==> src/rtl/instruction_fetch.sv <==
`default_nettype none
// +----------------------------------------------------------------------------+
// | Module   : instruction_fetch                                               |
// | Purpose  : PC generation, credit-limited imem fetch, in-order response     |
// |            FIFO feeding decode; redirect flushes and drops stale returns.  |
// | Options  : IFETCH_MISALIGN_EN - misaligned redirect pushes a marker entry  |
// |            and halts fetch until the next redirect.                        |
// | Revision : 1.0                                                             |
// +----------------------------------------------------------------------------+
module instruction_fetch #(
  parameter logic [31:0] RESET_PC = 32'h0000_0000,
  parameter int          DEPTH    = 4
) (
  input  logic        clk,
  input  logic        reset_n,
  output logic        imem_req_valid,
  input  logic        imem_req_ready,
  output logic [31:0] imem_req_addr,
  input  logic        imem_resp_valid,
  input  logic [31:0] imem_resp_data,
  output logic        if_valid,
  input  logic        if_ready,
  output logic [31:0] if_instruction,
  output logic [31:0] if_pc,
  output logic        if_misaligned,
  input  logic        redirect_valid,
  input  logic [31:0] redirect_pc
);

  localparam int c_ptr_w = (DEPTH > 1) ? $clog2(DEPTH) : 1;
  localparam int c_cnt_w = $clog2(DEPTH) + 1;

  logic [31:0]        r_fetch_pc;
  logic [31:0]        r_tail_pc;
  logic [c_cnt_w-1:0] r_count;
  logic [c_cnt_w-1:0] r_outstanding;
  logic [c_cnt_w-1:0] r_drop;
  logic               r_halted;
  logic [c_ptr_w-1:0] r_rd_ptr;
  logic [c_ptr_w-1:0] r_wr_ptr;
  logic [31:0]        r_pc_mem   [DEPTH];
  logic [31:0]        r_data_mem [DEPTH];

  logic               w_req_fire;
  logic               w_resp_fire;
  logic               w_push;
  logic               w_pop;
  logic               w_misalign;
  logic [c_cnt_w-1:0] w_out_next;
  logic [31:0]        w_target;

  // Credits cover both buffered entries and in-flight requests, so a push never overflows.
  assign imem_req_valid = !r_halted && ((int'(r_count) + int'(r_outstanding)) < DEPTH);
  assign imem_req_addr  = r_fetch_pc;

  assign w_req_fire  = imem_req_valid && imem_req_ready;
  assign w_resp_fire = imem_resp_valid;
  assign w_push      = w_resp_fire && (r_drop == '0) && !redirect_valid;
  assign w_pop       = if_valid && if_ready && !redirect_valid;
  assign w_out_next  = r_outstanding + c_cnt_w'(w_req_fire) - c_cnt_w'(w_resp_fire);
  assign w_target    = {redirect_pc[31:2], 2'b00};

  assign if_valid       = (r_count != '0);
  assign if_instruction = r_data_mem[r_rd_ptr];
  assign if_pc          = r_pc_mem[r_rd_ptr];

`ifdef IFETCH_MISALIGN_EN
  logic [DEPTH-1:0] r_mis_mem;

  assign w_misalign    = redirect_valid && (redirect_pc[1:0] != 2'b00);
  assign if_misaligned = r_mis_mem[r_rd_ptr];

  always_ff @(posedge clk or negedge reset_n) begin
    if (!reset_n) begin
      r_mis_mem <= '0;
    end else if (w_misalign) begin
      r_mis_mem[0] <= 1'b1;
    end else if (w_push) begin
      r_mis_mem[r_wr_ptr] <= 1'b0;
    end
  end
`else
  logic w_unused;

  assign w_misalign    = 1'b0;
  assign if_misaligned = 1'b0;
  assign w_unused      = ^redirect_pc[1:0];
`endif

  always_ff @(posedge clk or negedge reset_n) begin
    if (!reset_n) begin
      r_fetch_pc    <= RESET_PC;
      r_tail_pc     <= RESET_PC;
      r_count       <= '0;
      r_outstanding <= '0;
      r_drop        <= '0;
      r_halted      <= 1'b0;
      r_rd_ptr      <= '0;
      r_wr_ptr      <= '0;
      for (int i = 0; i < DEPTH; i++) begin
        r_pc_mem[i]   <= '0;
        r_data_mem[i] <= '0;
      end
    end else begin
      r_outstanding <= w_out_next;
      if (redirect_valid) begin
        // Everything still in flight after this cycle belongs to the old stream.
        r_drop     <= w_out_next;
        r_fetch_pc <= w_target;
        r_tail_pc  <= w_target;
        r_rd_ptr   <= '0;
        if (w_misalign) begin
          r_pc_mem[0]   <= redirect_pc;
          r_data_mem[0] <= 32'h0000_0013;
          r_wr_ptr      <= c_ptr_w'(1);
          r_count       <= c_cnt_w'(1);
          r_halted      <= 1'b1;
        end else begin
          r_wr_ptr <= '0;
          r_count  <= '0;
          r_halted <= 1'b0;
        end
      end else begin
        if (w_req_fire) begin
          r_fetch_pc <= r_fetch_pc + 32'd4;
        end
        if (w_resp_fire && (r_drop != '0)) begin
          r_drop <= r_drop - c_cnt_w'(1);
        end
        if (w_push) begin
          r_pc_mem[r_wr_ptr]   <= r_tail_pc;
          r_data_mem[r_wr_ptr] <= imem_resp_data;
          r_wr_ptr             <= r_wr_ptr + c_ptr_w'(1);
          r_tail_pc            <= r_tail_pc + 32'd4;
        end
        if (w_pop) begin
          r_rd_ptr <= r_rd_ptr + c_ptr_w'(1);
        end
        r_count <= r_count + c_cnt_w'(w_push) - c_cnt_w'(w_pop);
      end
    end
  end

endmodule
`default_nettype wire

==> config.mk <==
export PLATFORM = sky130hd
export DESIGN_NAME = instruction_fetch
export DESIGN_NICKNAME = d
export VERILOG_FILES = /design/src/rtl/instruction_fetch.sv
export SDC_FILE = /design/constraint.sdc
export NUM_CORES = 1
export LEC_CHECK = 0
export BUFFER_PORTS_ARGS = -buffer_cell sky130_fd_sc_hd__buf_4
export CAP_MARGIN = 15
export CORE_MARGIN = 2
export CORE_UTILIZATION = 50
export CTS_BUF_LIST = sky130_fd_sc_hd__clkbuf_16
export CTS_CLUSTER_DIAMETER = 200
export DETAILED_ROUTE_END_ITERATION = 8
export PLACE_DENSITY = 0.72
export SLEW_MARGIN = 15
export SYNTH_ARGS = -nofsm -noshare
export SYNTH_HDL_FRONTEND = slang
export SYNTH_SLANG_ARGS = --single-unit
==> constraint.sdc <==
create_clock -name clk -period 2.61 [get_ports clk]
set_input_delay 0.522 -clock clk [delete_from_list [all_inputs] [get_ports clk]]
set_output_delay 0.522 -clock clk [all_outputs]
set_load 0.02 [all_outputs]
==> metrics.md <==
| Metric | Value |
|---|---|
| Hold Crit Class | `input pin to flop` |
| CTS tree | `done` |
| Synth Register Bits | `321` |
| Layout cells sized above 1 | `0.444` |
| Average size of a mapped cell | `13.8 um^2` |
| Multi-input gate area | `6830 um^2` |
| Clk slew on worst S/H paths | `50 ps` |
| Tightest Pin Transition | `579 ps` |
| Worst Hold Path EP | `imem_req_addr[4]$_DFFE_PN0N_` |
| Final min period | `2550 ps` |
| Skew-Pair Late Insertion Delay | `510 ps` |
| Sinks on Clock Net | `321` |
| Core Region | `30500 um^2` |
| Leak | `8.41 nW` |
| Final hold slack | `251 ps` |
| Sw Pwr | `5.66 mW` |
| Reg2reg path depth | `10` |
| Critical Path Source Type | `flop` |
| Register area share after synthesis | `0.520` |
| 1st-pass router iterations | `5` |
| Initial Utilization | `0.507` |
| Cell internal pwr | `12.1 mW` |
| DRC errors left | `0` |
| Most common cell after layout, fill and taps aside | `dfrtp_1` |
| IO Port Bufs | `161` |
| Post-synth EDFFs | `0` |
| Max Clock Freq | `393 MHz` |
| Bufs and invs on worst path | `2` |
| CP max FO | `20` |
| Largest net degree at the start of global routing | `69` |
| Most frequent cells in the layout | `dfrtp_1, mux2_2, buf_4, mux4_2, clkbuf_16` |
| Average wire per standard cell | `20.2 um` |
| Synth warn | `0` |
| Setup violators final | `0` |
| WS Path Type | `flop to primary output` |
| Slew HR | `0.612` |
| Kind of end point of the critical path | `primary output` |
| Seq pwr share | `0.389` |
| Layout area overhead | `17.3%` |
| Prevailing post-synth register cell | `dfrtp_1` |
| Synth cell types | `63` |
| I/O pins | `169` |
| GRT Resource Usage Total | `0.211` |
| Critical path's top delay family | `multiplexers` |
| Critical hold path startpoint | `redirect_pc[4]` |
| GRT overflow | `0` |
| Placed Instance Area | `17000 um^2` |
| ANT cells | `0` |
| Switching Fraction | `0.318` |
| CP arrival | `2020 ps` |
| Standard-cell rows | `64` |
| FF+latch area | `8040 um^2` |
| DP HPWL | `21.5 mm` |
| Peak VDD IR | `0.000466 V` |
| Die height | `180 um` |
| Longest Clk Path Bufs | `3` |
| Status | `complete, no violations` |
| RSZ-0062 raised after global routing | `true` |
| Worst R2R Start | `r_count[1]$_DFF_PN0_` |
| Hold Path Stages | `2` |
| Worst stage delay on the critical path | `570 ps` |
| Async set or reset register ratio after synthesis | `1.00` |
| Vias in the first global route | `10300` |
| Final period util | `0.976` |
| Routability cong. | `0.864` |
| CP Data Required Time | `2090 ps` |
| Final Net Count | `1349` |
| Cell Pwr Density | `981 nW/um^2` |
| Hold Fails Final Rpt | `0` |
| Post-Syn Area | `15500 um^2` |
| DRT antenna net count | `0` |
| R2r setup slk | `200 ps` |
| Via/cell ratio | `5.96` |
| Root Buffer | `clkbuf_16` |
| Initial antenna violation count | `0` |
| # H-tree levels | `2` |
| Final instance area | `18100 um^2` |
| CP max stage cell | `mux4_2` |
| Share of total power in the clock network | `0.256` |
| Cells after Synth | `1119` |
| Max-cap violations | `0` |
| First-pass GRT wire length | `55.6 mm` |
| Num CTS Buffers | `36` |
| Comb power frac | `0.355` |
| Reg2reg end | `r_drop[2]$_DFFE_PN0P_` |
| Clk_skew | `18.9 ps` |
| Initial DRC count | `606` |
| Layout fillers | `2452` |
| Via count | `10000` |
| Slew Limit Fails | `0` |
| Worst-path cell chain | `buf_12, mux4_2, buf_6` |
| Die X | `180 um` |
| WL final | `34.0 mm` |
| Die area | `32300 um^2` |
-- per-stage QoR --
| stage | setup TNS (ps) | util | instances | power (mW) | setup slack (ps) |
|---|---|---|---|---|---|
| 2_1_floorplan | 0 | - | 1123 | 10.9 | 6.19 |
| 4_1_cts | 0 | 0.591 | 1679 | 17.8 | 13.1 |
| 6_report | 0 | 0.594 | 1681 | 17.8 | 63.4 |
| 3_3_place_gp | 0 | 0.557 | 1618 | 13.0 | 248 |
| 3_5_place_dp | 0 | 0.557 | 1618 | 13.2 | 196 |
| 5_1_grt | -18.3 | 0.594 | 1681 | 18.7 | -7.79 |
-- flip-flops by register name, indices dropped and copies added (netlist names) --
register,cells
imem_req_addr,30
r_count,3
r_data_mem,128
r_drop,3
r_outstanding,3
r_pc_mem,120
r_rd_ptr,2
r_tail_pc,30
r_wr_ptr,2
-- layer usage --
| metal | wire length, um | up-vias | global-route usage |
|---|---|---|---|
| met4 | 800 | 0 | 0.0563 |
| met1 | 14800 | 5168 | 0.293 |
| met2 | 16400 | 302 | 0.343 |
| met5 | 0 | - | 0 |
| met3 | 1890 | 68 | 0.0395 |
| li1 | - | 4481 | - |
-- logic make-up (layout without fill, tap and decap cells) --
group,after synthesis,count (layout),share of synthesized area
buffers and inverters,106,268,0.0402
xor gates and xnor gates,23,23,0.0130
DFF,321,321,0.520
and+or+nand+nor,229,229,0.0852
other,1,5,0.000243
AOI/OAI and AO/OA,100,100,0.0474
adders and majority gates,16,16,0.0139
muxes,323,323,0.280
-- cells in the mapped netlist, types with 3 or more instances --
cell        n  area share
ha_1       14       0.011
nand3_1    25      0.0081
mux2_2    258        0.19
nor2b_1     4      0.0016
mux4_2     62       0.090
dfrtp_1   321        0.52
a31oi_1    14      0.0057
nand2_2     4      0.0016
o21ai_0     7      0.0023
o31a_1      3      0.0017
buf_2      12      0.0039
clkbuf_1   35      0.0085
nor2_1     36      0.0087
nor4_1     19      0.0077
mux2i_1     3      0.0019
o311a_1     4      0.0026
inv_1      17      0.0041
nand4_1    18      0.0073
a21oi_1    11      0.0036
and4_1     15      0.0085
clkbuf_2    4      0.0013
buf_1       6      0.0015
xor2_1     10      0.0057
a311oi_1    7      0.0040
or2_2       4      0.0016
nand2b_1   10      0.0040
buf_6      22       0.016
nand2_1    31      0.0075
xnor2_1    13      0.0074
and3_1     20      0.0081
nor3_1     17      0.0055
a211oi_1   20      0.0097
o31ai_1    14      0.0068
buf_4      10      0.0049
or4_1      11      0.0053
-- cell type report --
cell class	instances	share of cell area
clock buffers	37	0.0511
repair buffers	191	0.0912
clock inverters	23	0.00649
well taps	396	0.0273
flip-flops and latches	321	0.444
multi-input cells	696	0.377
inverters	17	0.00352
-- how the worst max path moves through the flow --
stage | start | to | cells past startpoint
5_1_grt | r_rd_ptr[0]$_DFFE_PN0P_ | if_pc[19] | 3
2_1_floorplan | redirect_valid | r_count[2]$_DFF_PN0_ | 12
4_1_cts | r_rd_ptr[0]$_DFFE_PN0P_ | if_instruction[10] | 3
3_3_place_gp | r_count[1]$_DFF_PN0_ | r_drop[2]$_DFFE_PN0P_ | 10
6_report | r_rd_ptr[0]$_DFFE_PN0P_ | if_pc[19] | 3
3_5_place_dp | r_count[1]$_DFF_PN0_ | r_drop[2]$_DFFE_PN0P_ | 10
-- power groups by stage --
| stage | Clock (mW) | Combinational (mW) | Sequential (mW) |
|---|---|---|---|
| after CTS | 4.68 | 6.26 | 6.90 |
| final | 4.55 | 6.32 | 6.91 |
| after global routing | 4.90 | 6.78 | 7.07 |
| after floorplan | 0 | 4.17 | 6.71 |
| after detailed placement | 0 | 6.25 | 6.97 |
| after global placement | 0 | 6.13 | 6.89 |
-- timing repair --
item,4_1_cts,5_1_grt
setup buffers,0,1
endpoints found under the hold margin,53,0
resized for setup,0,11
hold buffers,1,0
setup endpoints to repair,0,28
No activity file was read; power rests on OpenSTA's default activity.
